<file path="src/rtl/svcs_sched_pkg.sv">
// Shared types and constants for the SVCS round-robin transaction scheduler.
package svcs_sched_pkg;

    localparam int SVCS_MAX_SIZE = 4096;
    localparam int SVCS_DW       = 32;
    localparam int SVCS_CW       = $clog2(SVCS_MAX_SIZE + 1);

    typedef enum logic [2:0] {
        S_IDLE,
        S_H_TYPE,
        S_H_ID,
        S_H_DTYPE,
        S_H_NPL,
        S_PAYLOAD
    } svcs_sched_state_e;

    typedef struct packed {
        logic [SVCS_DW-1:0] trnx_type;
        logic [SVCS_DW-1:0] trnx_id;
        logic [SVCS_DW-1:0] data_type;
        logic [SVCS_CW-1:0] n_payloads;
    } svcs_hdr_t;

endpackage

</file>
<file path="src/rtl/svcs_rr_arbiter.sv">
// Combinational round-robin picker: first asserted request at or after ptr.
module svcs_rr_arbiter
    import svcs_sched_pkg::*;
#(
    parameter int N = 4
) (
    input  logic [N-1:0]         req,
    input  logic [$clog2(N)-1:0] ptr,
    output logic [$clog2(N)-1:0] gnt,
    output logic                 any
);

    localparam int GW = $clog2(N);

    logic [GW-1:0] w_idx;

    // Scan from the farthest offset down so the offset nearest ptr wins last.
    always_comb begin
        gnt   = '0;
        any   = 1'b0;
        w_idx = '0;
        for (int i = N - 1; i >= 0; i--) begin
            w_idx = GW'((int'(ptr) + i) % N);
            if (req[w_idx]) begin
                gnt = w_idx;
                any = 1'b1;
            end
        end
    end

endmodule

</file>
<file path="src/rtl/svcs_trnx_sched.sv">
// Round-robin scheduler that serialises N_REQ requesters into one stream of
// four header words followed by n_payloads payload words per transaction.
module svcs_trnx_sched
    import svcs_sched_pkg::*;
#(
    parameter int N_REQ        = 4,
    parameter int DW           = SVCS_DW,
    parameter int MAX_PAYLOADS = SVCS_MAX_SIZE,
    parameter int CW           = $clog2(MAX_PAYLOADS + 1)
) (
    input  logic                     clk,
    input  logic                     rst_n,
    input  logic [N_REQ-1:0]         req_valid,
    input  logic [N_REQ*DW-1:0]      req_type,
    input  logic [N_REQ*DW-1:0]      req_id,
    input  logic [N_REQ*DW-1:0]      req_dtype,
    input  logic [N_REQ*CW-1:0]      req_npl,
    output logic [N_REQ-1:0]         req_ack,
    output logic [N_REQ-1:0]         req_err,
    input  logic [N_REQ-1:0]         pl_valid,
    input  logic [N_REQ*DW-1:0]      pl_data,
    output logic [N_REQ-1:0]         pl_ready,
    output logic                     out_valid,
    input  logic                     out_ready,
    output logic [DW-1:0]            out_data,
    output logic                     out_hdr,
    output logic                     out_last,
    output logic                     busy,
    output logic [$clog2(N_REQ)-1:0] grant_id,
    output logic                     trnx_done
);

    localparam int GW = $clog2(N_REQ);

    svcs_sched_state_e r_state, w_state_nx;
    svcs_hdr_t         r_hdr, w_hdr_nx;
    logic [GW-1:0]     r_rr_ptr, w_rr_ptr_nx;
    logic [GW-1:0]     r_grant, w_grant_nx;
    logic [CW-1:0]     r_rem, w_rem_nx;
    logic              r_out_valid, w_out_valid_nx;
    logic              r_out_hdr, w_out_hdr_nx;
    logic              r_out_last, w_out_last_nx;
    logic [DW-1:0]     r_out_data, w_out_data_nx;
    logic [N_REQ-1:0]  r_req_ack, w_req_ack_nx;
    logic [N_REQ-1:0]  r_req_err, w_req_err_nx;
    logic              r_trnx_done, w_trnx_done_nx;
    logic              r_busy, w_busy_nx;

    logic [N_REQ-1:0]  w_req_elig;
    logic [GW-1:0]     w_win, w_win_inc, w_grant_inc;
    logic              w_any;
    logic [CW-1:0]     w_win_npl;
    logic              w_hs;
    logic              w_pl_xfer;

    // A requester sees its ack one cycle late, so it is masked for that cycle
    // to avoid being picked twice when its header was rejected.
    assign w_req_elig = req_valid & ~r_req_ack;

    svcs_rr_arbiter #(.N(N_REQ)) u_arb (
        .req (w_req_elig),
        .ptr (r_rr_ptr),
        .gnt (w_win),
        .any (w_any)
    );

    assign w_win_npl   = req_npl[w_win*CW +: CW];
    assign w_win_inc   = (w_win == GW'(N_REQ - 1)) ? '0 : w_win + 1'b1;
    assign w_grant_inc = (r_grant == GW'(N_REQ - 1)) ? '0 : r_grant + 1'b1;
    assign w_hs        = r_out_valid && out_ready;
    assign w_pl_xfer   = pl_valid[r_grant] && out_ready;

    // NOTE: every signal written here gets a default first, so no path can infer a latch.
    always_comb begin
        w_state_nx     = r_state;
        w_hdr_nx       = r_hdr;
        w_rr_ptr_nx    = r_rr_ptr;
        w_grant_nx     = r_grant;
        w_rem_nx       = r_rem;
        w_out_valid_nx = r_out_valid;
        w_out_hdr_nx   = r_out_hdr;
        w_out_last_nx  = r_out_last;
        w_out_data_nx  = r_out_data;
        w_req_ack_nx   = '0;
        w_req_err_nx   = '0;
        w_trnx_done_nx = 1'b0;
        w_busy_nx      = r_busy;

        case (r_state)
            S_IDLE: begin
                if (w_any) begin
                    w_req_ack_nx[w_win] = 1'b1;
                    if (w_win_npl > CW'(MAX_PAYLOADS)) begin
                        w_req_err_nx[w_win] = 1'b1;
                        w_rr_ptr_nx         = w_win_inc;
                    end else begin
                        w_hdr_nx.trnx_type  = SVCS_DW'(req_type[w_win*DW +: DW]);
                        w_hdr_nx.trnx_id    = SVCS_DW'(req_id[w_win*DW +: DW]);
                        w_hdr_nx.data_type  = SVCS_DW'(req_dtype[w_win*DW +: DW]);
                        w_hdr_nx.n_payloads = SVCS_CW'(w_win_npl);
                        w_grant_nx          = w_win;
                        w_state_nx          = S_H_TYPE;
                        w_out_valid_nx      = 1'b1;
                        w_out_hdr_nx        = 1'b1;
                        w_out_last_nx       = 1'b0;
                        w_out_data_nx       = DW'(req_type[w_win*DW +: DW]);
                        w_busy_nx           = 1'b1;
                    end
                end
            end
            S_H_TYPE: if (w_hs) begin
                w_state_nx    = S_H_ID;
                w_out_data_nx = DW'(r_hdr.trnx_id);
            end
            S_H_ID: if (w_hs) begin
                w_state_nx    = S_H_DTYPE;
                w_out_data_nx = DW'(r_hdr.data_type);
            end
            S_H_DTYPE: if (w_hs) begin
                w_state_nx    = S_H_NPL;
                w_out_data_nx = DW'(r_hdr.n_payloads);
                w_out_last_nx = (r_hdr.n_payloads == '0);
            end
            S_H_NPL: if (w_hs) begin
                w_out_valid_nx = 1'b0;
                w_out_hdr_nx   = 1'b0;
                w_out_last_nx  = 1'b0;
                if (r_hdr.n_payloads == '0) begin
                    w_state_nx     = S_IDLE;
                    w_trnx_done_nx = 1'b1;
                    w_busy_nx      = 1'b0;
                    w_rr_ptr_nx    = w_grant_inc;
                end else begin
                    w_state_nx = S_PAYLOAD;
                    w_rem_nx   = CW'(r_hdr.n_payloads);
                end
            end
            S_PAYLOAD: if (w_pl_xfer) begin
                w_rem_nx = r_rem - 1'b1;
                if (r_rem == CW'(1)) begin
                    w_state_nx     = S_IDLE;
                    w_trnx_done_nx = 1'b1;
                    w_busy_nx      = 1'b0;
                    w_rr_ptr_nx    = w_grant_inc;
                end
            end
            default: w_state_nx = S_IDLE;
        endcase
    end

    // NOTE: state uses non-blocking assignments and a synchronous active-low reset.
    always_ff @(posedge clk) begin
        if (!rst_n) begin
            r_state     <= S_IDLE;
            r_hdr       <= '0;
            r_rr_ptr    <= '0;
            r_grant     <= '0;
            r_rem       <= '0;
            r_out_valid <= 1'b0;
            r_out_hdr   <= 1'b0;
            r_out_last  <= 1'b0;
            r_out_data  <= '0;
            r_req_ack   <= '0;
            r_req_err   <= '0;
            r_trnx_done <= 1'b0;
            r_busy      <= 1'b0;
        end else begin
            r_state     <= w_state_nx;
            r_hdr       <= w_hdr_nx;
            r_rr_ptr    <= w_rr_ptr_nx;
            r_grant     <= w_grant_nx;
            r_rem       <= w_rem_nx;
            r_out_valid <= w_out_valid_nx;
            r_out_hdr   <= w_out_hdr_nx;
            r_out_last  <= w_out_last_nx;
            r_out_data  <= w_out_data_nx;
            r_req_ack   <= w_req_ack_nx;
            r_req_err   <= w_req_err_nx;
            r_trnx_done <= w_trnx_done_nx;
            r_busy      <= w_busy_nx;
        end
    end

    // Header words come from registers; payload words pass straight through.
    always_comb begin
        pl_ready = '0;
        if (r_state == S_PAYLOAD) begin
            pl_ready[r_grant] = out_ready;
        end
    end

    assign out_valid = (r_state == S_PAYLOAD) ? pl_valid[r_grant]          : r_out_valid;
    assign out_data  = (r_state == S_PAYLOAD) ? pl_data[r_grant*DW +: DW]  : r_out_data;
    assign out_hdr   = (r_state == S_PAYLOAD) ? 1'b0                       : r_out_hdr;
    assign out_last  = (r_state == S_PAYLOAD) ? (r_rem == CW'(1))          : r_out_last;

    assign req_ack   = r_req_ack;
    assign req_err   = r_req_err;
    assign busy      = r_busy;
    assign grant_id  = r_grant;
    assign trnx_done = r_trnx_done;

endmodule

</file>
<file path="config.mk">
export PLATFORM = sky130hd
export DESIGN_NAME = svcs_trnx_sched
export DESIGN_NICKNAME = d
export VERILOG_FILES = /design/src/rtl/svcs_sched_pkg.sv /design/src/rtl/svcs_rr_arbiter.sv /design/src/rtl/svcs_trnx_sched.sv
export SDC_FILE = /design/constraint.sdc
export NUM_CORES = 1
export LEC_CHECK = 0
export CAP_MARGIN = 40
export CORE_AREA = 2 2 244 246
export CTS_CLUSTER_SIZE = 24
export DETAILED_ROUTE_END_ITERATION = 8
export DIE_AREA = 0 0 246 248
export PLACE_DENSITY_LB_ADDON = 0.08
export SLEW_MARGIN = 5
export SYNTH_ARGS = -nofsm -noshare
export SYNTH_HDL_FRONTEND = slang
export SYNTH_HIERARCHICAL = 1
export SYNTH_SLANG_ARGS = --single-unit
</file>
<file path="constraint.sdc">
create_clock -name clk -period 4.43 [get_ports clk]
set_clock_uncertainty 0.15 [all_clocks]
set_input_delay 0.443 -clock clk [delete_from_list [all_inputs] [get_ports clk]]
set_output_delay 0.443 -clock clk [all_outputs]
set_load 0.1 [all_outputs]
</file>
# After elaboration in Yosys (flattened, before gate mapping)
# Index checks and enable logic that the tools add are counted.
classes:
  addsub: 6
  mul: 1
  n_lt_le_gt_ge: 9
  n_eq_ne: 19
  shift: 5
  n_mux: 74
  n_bitwise: 4
  n_reduce_logical: 21
ops:
  columns: ["operator", "count"]
  rows:
  - ["$shiftx 128x8->32", 4]
  - ["$mux 32", 6]
  - ["$pmux 32 s4", 1]
  - ["$shiftx 52x7->13", 1]
  - ["$mux 13", 3]
  - ["$mux 1", 28]
  - ["$mux 3", 9]
  - ["$pmux 13 s2", 1]
  - ["$mux 2", 12]
  - ["$lt 2x3->1 const B", 6]
  - ["$ne 2x2->1 const B", 9]
  - ["$pmux 3 s6", 1]
  - ["$reduce_and 7->1", 2]
  - ["$eq 13x1->1 const B", 1]
  - ["$gt 13x13->1 const B", 1]
  - ["$logic_not 13->1", 1]
  - ["$sub 13x1->13 const B", 1]
  - ["$reduce_and 4->1", 3]
  - ["$bmux 1 s2", 5]
  - ["$and 4x4->4", 2]
  - ["$reduce_and 8->1", 1]
  - ["$add 2x1->2 const B", 3]
  - ["$eq 3x2->1 const B", 2]
  - ["$eq 3x3->1 const B", 2]
  - ["21 further kinds", 34]
totals:
  regBits: 141
  in_bits: 575
  output_inout_bits: 51

# Longest topological paths before layout
# Gate-level depths: netlist of run 1.
depth:
  ltp_word: 14
  mapped_depth: 15

# Hierarchy
# The synthesis of run 1 kept the hierarchy.
by_module_without_submodules:
  columns: ["mod", "n_inst", "cells_per_inst", "area_per_inst_um2"]
  rows:
  - ["svcs_trnx_sched", 1, 1096, 10361.2]
  - ["svcs_rr_arbiter", 1, 13, 77.6]

# Worst setup path before layout of run 1
# No wires, ideal clock.
synth_path:
  path_kind: "reg2out"
  from: "register r_rem[0]"
  to: "output port out_last"
  arrival_time_ns: 3.627
  required_time_ns: 3.837
  path_slack_ns: 0.210
  path_stages_with_launch: 5
  path_cell_list: "dfxtp_1 -> ha_1 -> or4b_2 -> or4_1 -> o21ai_0"
synth_between:
  elab_chain_cells: 2
synth_lines:
  columns: ["item", "line", "text"]
  rows:
  - ["from (decl)", "svcs_trnx_sched.sv:39", "logic [CW-1:0] r_rem, w_rem_nx;"]
  - ["from (signal assigned)", "svcs_trnx_sched.sv:172", "r_rem <= w_rem_nx;"]
  - ["$eq 13x1->1", "svcs_trnx_sched.sv:195", "assign out_last = (r_state == S_PAYLOAD) ? (r_rem == CW'(1)) : r_out_last;"]
  - ["$mux 1", "svcs_trnx_sched.sv:195", null]
  - ["to (decl)", "svcs_trnx_sched.sv:27", "output logic out_last,"]
# Every way passes these cells.

# Worst setup path after layout of run 1
layout_path:
  from: "input port req_valid[3]"
  to: "register r_out_data[23]"
layout_between:
  elab_chain_cells: 12
  elab_cells_between_ends: 27
layout_lines:
  columns: ["item", "line", "text"]
  rows:
  - ["from (decl)", "svcs_trnx_sched.sv:13", "input logic [N_REQ-1:0] req_valid,"]
  - ["$and 4x4->4 *", "svcs_trnx_sched.sv:58", "assign w_req_elig = req_valid & ~r_req_ack;"]
  - ["via w_req_elig[3]", "svcs_trnx_sched.sv:49", "logic [N_REQ-1:0] w_req_elig;"]
  - ["$bmux 1 s2", "svcs_rr_arbiter.sv:24", "if (req[w_idx]) begin"]
  - ["$mux 1 (not written as such)", "svcs_rr_arbiter.sv:24", null]
  - ["$mux 2 (3 in a row)", "svcs_rr_arbiter.sv:24", null]
  - ["$mux 2 *", "svcs_rr_arbiter.sv:24", null]
  - ["via w_win[0]", "svcs_trnx_sched.sv:50", "logic [GW-1:0] w_win, w_win_inc, w_grant_inc;"]
  - ["$mul 2x4->6", "svcs_trnx_sched.sv:67", "assign w_win_npl = req_npl[w_win*CW +: CW];"]
  - ["$shiftx 52x7->13", "svcs_trnx_sched.sv:67", null]
  - ["$gt 13x13->1", "svcs_trnx_sched.sv:93", "if (w_win_npl > CW'(MAX_PAYLOADS)) begin"]
  - ["$ne 2x2->1 (no source line)", null, null]
  - ["$reduce_and 6->1 (no source line)", null, null]
  - ["to (signal assigned)", "svcs_trnx_sched.sv:176", "r_out_data <= w_out_data_nx;"]
  - ["to (decl)", "svcs_trnx_sched.sv:43", "logic [DW-1:0] r_out_data, w_out_data_nx;"]
# The timed path passes the listed nets; every way through them passes the cells marked *. The select of a mux whose other input is x is not followed.
# A chain may end at the register's enable or synchronous reset.

==> metrics.md, run 1 <==
| Metric | Value |
|---|---|
| Synth cell types | between 50 and 60 |
| Wire per inst | 22.5 um |
| Flops & latches, synth | between 100 and 150 |
| Core area | 0.0585 sq mm |
| Number of global-route vias before repair | 11500 |
| Tot Pwr | between 10 and 15 mW |
| CTS tree | built |
| Post-place setup slack | -0.0200 ns |
| Crit Path Category | input port to flip-flop |
| Mapped Avg Cell Area | 9.41 sq um |
| Status | completed |
| Yosys warns | 6 |
| Leak | 7.01 nW |
| Post-synthesis cell count | 1109 |
| DR top layer | met4 |
| Postcts setup bufs | 0 |
| Initial antenna violation count | 0 |
| Fin util | 31.5% |
| Ys async rst share | 0% |
| Slew headroom | roughly 42% |
| Nets | 2275 |
| Critical Path Start Type | input port |
| FILL cells | 6054 |
| # port buffers | 625 |
| Gr usage total | between 15 and 20% |
| Height of the die | 248 um |
| RSZ-0062 raised after global routing | no |
| CTS sink count | about 140 |
| Die W | about 250 um |
| Via density per instance | 4.53 |
| Hold Slack | 0.302 ns |
| Peak Freq | 0.252 GHz |
| CP Data Arrival Time | 4.14 ns |
| Largest net degree at the start of global routing | 122 |
| Clock Path Buffers | 2 |
| Maximum vdd drop | 0.286 mV |
| Hold_buf cts | 0 |
| Crit path capture type | flip-flop |
| Period utilisation layout | approximately nine tenths |
| Die area | about 0.06 sq mm |
| Dpl hpwl | around 45000 um |
| Most common cell in the netlist | nand2_1 |
| Worst-margin pin slew | 0.870 ns |
| Clk_lat worst skew | roughly 0.44 ns |
| First-pass GRT wire length | ~78000 um |
| Syn_nets | 1694 |
| WL met3 | about 3300 um |
| Most used DFF post-synth | dfxtp_1 |
| Slew Viols, Final | 0 |
| PD cells | 556 mW/mm^2 |
| Grt total ovfl | 0 |
| MaxCap Viol Count | 0 |
| Via count | 11200 |
| Final ANT Viol Nets | 0 |
| Post-route minimum period | between 3 and 4 ns |
| Routed wl met2 | 27600 um |
| Setup WS post-layout | 0.468 ns |
| Post-CTS sizing | 0 |
| Area grow syn2layout | 76.2% |
| CP Max Fanout | 48 |
| CTS clock-pin slew for the worst setup and hold paths | 0.07 ns |
| Final Routed Wirelength | roughly 56000 um |
| Row count | 89 |
| Endpoints failing setup | 0 |
| Final setup TNS | 0 ns |
| Top cell type by total area after synthesis | mux4_2 |
| Number of synthesized flops with an enable pin | 0 |
| Synthesized cell area | 0.0104 sq mm |
| Sequential area share after synthesis | 27.0% |
| H-tree depth | 4 |
| Root Buffer Master | clkbuf_16 |
| GPL Wtd Cong | 0.786 |
| ANT cells | 0 |
| Largest cells by area after synthesis | mux4_2 31%, dfxtp_1 27%, nand2_1 9.1% |
| WL met1 | 24400 um |
| Residual DRC count | 0 |
| Synth top area share | between 30% and 40% |
| Initial DRC Count | roughly 680 |
| Final hold vios | 0 |
| Num CTS Buffers | 17 |
| Synth cell count leaders | 253 x nand2_1, 155 x nand3_1, 142 x mux4_2 |
| Hold WC Path Type | flip-flop to flip-flop |
| Drt first pass iters | 5 |
| Data required time at the worst endpoint | 4.61 ns |
| Initial Utilization | 17.9% |
| Share of layout cells above drive strength 1 | 17.0% |
| IO Pins | 626 |
placed cells by master, fill, tap and decap left out, types with 10 or more instances in the layout:
master           synthesis  routed
nand3_1                155     155
nor2b_1                 14      12
nor2_1                  29      28
mux2i_1                 20      20
a21oi_1                 24      24
dfxtp_1                141     138
mux4_2                 142     142
and2_1                  12      11
a21boi_0                14      14
clkbuf_16                0      17
buf_4                    3      69
o211a_1                 19      19
a22oi_1                 22      22
nand2_1                253     251
clkdlybuf4s50_1          0     585
o221ai_2                10      10
o211ai_1                22      22
ha_1                    10      10
o21ai_0                 24      23
a21boi_1                12      12
final cells by class:
cell class	count	area [sq um]	area share [%]
flip-flops and latches	141	2830	15.4
inverters	8	30.0	0.163
repair buffers	676	6810	37.0
multi-input cells	846	7120	38.7
clock buffers	17	425	2.31
well taps	773	967	5.26
clock inverters	15	215	1.17
where the power goes:
part	leakage (nW)	switching, mW	internal, mW
sequential	1.16	0.328	1.70
combinational	5.53	3.89	2.72
clock	0.316	0.675	0.922
logic make-up after synthesis:
logic type | share of synthesized area (%)
muxes | 32.6
and+or+nand+nor | 21.6
DFF | 27.0
adders and majority gates | 1.20
buffers and inverters | 5.06
AOI/OAI and AO/OA | 12.5
path summary, 6_finish.rpt:
path / start / end / slack (ns) / depth (start not counted)
worst max-delay path: req_valid[3] / r_out_data[23]$_SDFFE_PN0P_ / 0.47 / 12
worst min-delay path: r_out_data[6]$_SDFFE_PN0P_ / r_out_data[6]$_SDFFE_PN0P_ / 0.30 / 2
worst max register to register: req_ack[3]$_SDFF_PN0_ / r_out_data[23]$_SDFFE_PN0P_ / 0.65 / 11
worst min register to register: r_out_data[6]$_SDFFE_PN0P_ / r_out_data[6]$_SDFFE_PN0P_ / 0.30 / 2
state kept, by name (all words and copies together) (netlist names), 2 cells and up:
name	count
grant_id	2
r_hdr	77
r_out_data	32
r_rem	13
r_rr_ptr	2
r_state	3
req_ack	4
req_err	4
worst max-delay path, cell delays in order:
cell	delay [ns]
clkdlybuf4s50_1	0.45
nor2b_1	0.17
mux2i_1	0.14
a211oi_4	0.32
buf_12	0.21
mux4_2	0.54
or4_1	0.56
o31ai_2	0.47
o21a_2	0.24
buf_12	0.22
o211ai_1	0.15
o211a_1	0.15
metrics by stage:
stage                     std cells  instance area [sq um]
after floorplan                1109                  10400
after global placement         2427                  17400
after detailed placement       2444                  17800
after CTS                      2476                  18400
after global routing           2476                  18400
final                          2476                  18400
per-layer routing:
layer	vias to the layer above	track usage [%]
met5	-	0
met4	0	2.87
met3	19	3.10
met2	403	30.0
met1	5450	22.9
li1	5339	-
(Power assumes the default switching activity.)
==> run 2: changes to the inputs <==
CAP_MARGIN = 20   (was 40)
==> run 2 against run 1 <==
Compared with the run above: first-iteration DRC count is 8.0% higher; hold slack worse by 0.0033 ns; non-clock buffer count is 15 lower; largest power group unchanged; count of clock-buffer cells in the layout stayed put; setup slack better by 0.061 ns; global-route usage is 0.25 points lower.
==> metrics.md, run 2 (synthesis results as in run 1) <==
| Metric | Value |
|---|---|
| Switching pwr | 4.85 mW |
| Inst Count DP | approximately 2400 |
| Number of global-route vias before repair | 11400 |
| Root Buffer Master | clkbuf_16 |
| Top cell family by delay on the critical path | compound AO/OA/AOI/OAI gates |
| H-tree depth | 4 |
| Data required time at the worst endpoint | 4.61 ns |
| Initial antenna violation count | 1 |
| Most frequent cells in the layout | 585 x clkdlybuf4s50_1, 251 x nand2_1, 155 x nand3_1 |
| Final setup TNS | 0 ns |
| Via count | 11200 |
| Largest stage delay, worst path | 0.56 ns |
| CTS sink count | 141 |
| Critical-path top delay cell | or4_1 |
| Most used cell, CP | buf_12 |
| Status | completed |
| MaxCap Viol Count | 0 |
| Tot Pwr | 10.1 mW |
| Worst-path cell chain | clkdlybuf4s50_1 > nor2b_1 > buf_4 > a21oi_1 > a211oi_4 > buf_12 > mux4_2 > or4_1 > o31ai_2 > o21a_2 > buf_12 > o211ai_1 > o211a_1 |
| Biggest regs | r_hdr: 77 flops, r_out_data: 32 flops, r_rem: 13 flops |
| Critical Path Start Type | input port |
| Commonest non-fill, non-tap cell in the layout | clkdlybuf4s50_1 |
| Hold Crit Depth | 2 |
| Hold Path End | r_out_data[6]$_SDFFE_PN0P_ |
| Crit Path Category | input port to flip-flop |
| Num CTS Buffers | 17 |
| Setup WS post-layout | 0.529 ns |
| Slew Viols, Final | 0 |
| Initial Utilization | about 18% |
| Grt total ovfl | 0 |
| Clk_lat worst skew | 0.44 ns |
| Crit path buf inv count | 4 |
| Maximum vdd drop | 0.321 mV |
| Final Routed Wirelength | about 55000 um |
| # port buffers | approximately 630 |
| Die W | ~250 um |
| RSZ-0062 raised after global routing | no |
| Share of layout cells above drive strength 1 | between 15 and 20% |
| Post-CTS sizing | 0 |
| CTS clock-pin slew for the worst setup and hold paths | 0.07 ns |
| Cell Int Power | about 5.2 mW |
| ANT cells | 0 |
| Max FFs per register | 77 |
| Dpl hpwl | roughly 44000 um |
| Met3 Usage GRT | under 10% |
| Final ANT Viol Nets | 0 |
| CP Data Arrival Time | just over 4 ns |
| Register name with the most flops | r_hdr |
| Die area | about 0.061 sq mm |
| R2R Path Start | req_ack[3]$_SDFF_PN0_ |
| Final hold vios | 0 |
| Hold Slack | 0.299 ns |
| Via density per instance | 4.54 |
| Gr usage total | 17.1% |
| CTS tree | built |
| Clock Path Buffers | 2 |
| Hold_buf cts | 0 |
| PD cells | 557 mW/mm^2 |
| Leak | a little under 7 nW |
| Post-place setup slack | -0.00556 ns |
| Endpoints failing setup | 0 |
| M2 GR Usage | a little under 30% |
| Row count | 89 |
| Period utilisation layout | 88.1% |
| Postcts setup bufs | 0 |
| Crit path capture type | flip-flop |
| Core area | 0.0585 sq mm |
| Residual DRC count | 0 |
| CP Max Fanout | 48 |
| Slew headroom | about 29% |
| Hold WC Path Type | flip-flop to flip-flop |
| Initial DRC Count | 729 |
| Area grow syn2layout | 73.2% |
| Worst-margin pin slew | 1.07 ns |
| Nets | ~2300 |
| Peak Freq | 0.256 GHz |
| Drt first pass iters | 5 |
| Wire per inst | approximately 22 um |
| Logic pwr share | 64.0% |
| Post-layout instance count excluding filler cells | 2461 |
| R2R cell count | 12 |
| GPL Wtd Cong | 0.786 |
| GR peak layer | met2 |
| Clock Power Share | 15.8% |
| Height of the die | 248 um |
| Share of power burned in registers | 20.1% |
| IO Pins | 626 |
| Reg2Reg Setup Slack | 0.70 ns |
| Post-route minimum period | just under 4 ns |
| Switching Share | 48.1% |
| RR Endpoint | r_out_data[31]$_SDFFE_PN0P_ |
| Met1 usage | ~23% |
| Largest net degree at the start of global routing | 122 |
| HP Start | r_out_data[6]$_SDFFE_PN0P_ |
| First-pass GRT wire length | 77000 um |
| Critical path origin | req_valid[3] |
run 2: worst max path at each step:
stage                                  end  slack, ns  cells after the start
2_1_floorplan                     out_last       0.21                      4
3_3_place_gp   r_out_data[23]$_SDFFE_PN0P_       0.01                     13
3_5_place_dp   r_out_data[31]$_SDFFE_PN0P_     -0.006                     13
4_1_cts        r_out_data[31]$_SDFFE_PN0P_       0.46                     12
5_1_grt         r_out_data[0]$_SDFFE_PN0P_       0.18                     12
6_report       r_out_data[31]$_SDFFE_PN0P_       0.53                     13
run 2: per-stage QoR:
stage | area [sq um] | util [%]
finish | 18100 | 30.9
global placement | 17400 | 29.8
global route | 18100 | 30.9
detailed placement | 17400 | 29.8
floorplan | 10400 | -
CTS | 18100 | 30.9
run 2: layer usage:
layer	wire, um	vias to the layer above
met2	27100	402
met1	24000	5430
met3	3330	22
met5	13	-
met4	605	2
li1	-	5312
run 2: worst reg2reg max path, cell delays in order, from the launching register on:
cell and delay [ns]:
dfxtp_1 0.31, nor2b_1 0.15, buf_4 0.14, a21oi_1 0.08, a211oi_4 0.24, buf_12 0.22, mux4_2 0.54, or4_1 0.56
o31ai_2 0.45, o21a_2 0.23, buf_12 0.22, o211ai_1 0.20, o211a_1 0.15
run 2: area by class of cell:
type | instances | area (sq um)
clock inverters | 15 | 218
well taps | 773 | 967
repair buffers | 661 | 6500
fillers | 6139 | 40400
inverters | 8 | 30.0
flip-flops and latches | 141 | 2830
multi-input cells | 846 | 7120
clock buffers | 17 | 425
run 2: power by group through the flow:
stage	combinational, mW	clock [mW]	sequential, mW
finish	6.45	1.60	2.03
global route	6.99	1.71	2.09
CTS	6.62	1.65	2.03
detailed placement	6.60	0	2.06
global placement	6.58	0	2.06
floorplan	4.32	0	2.06
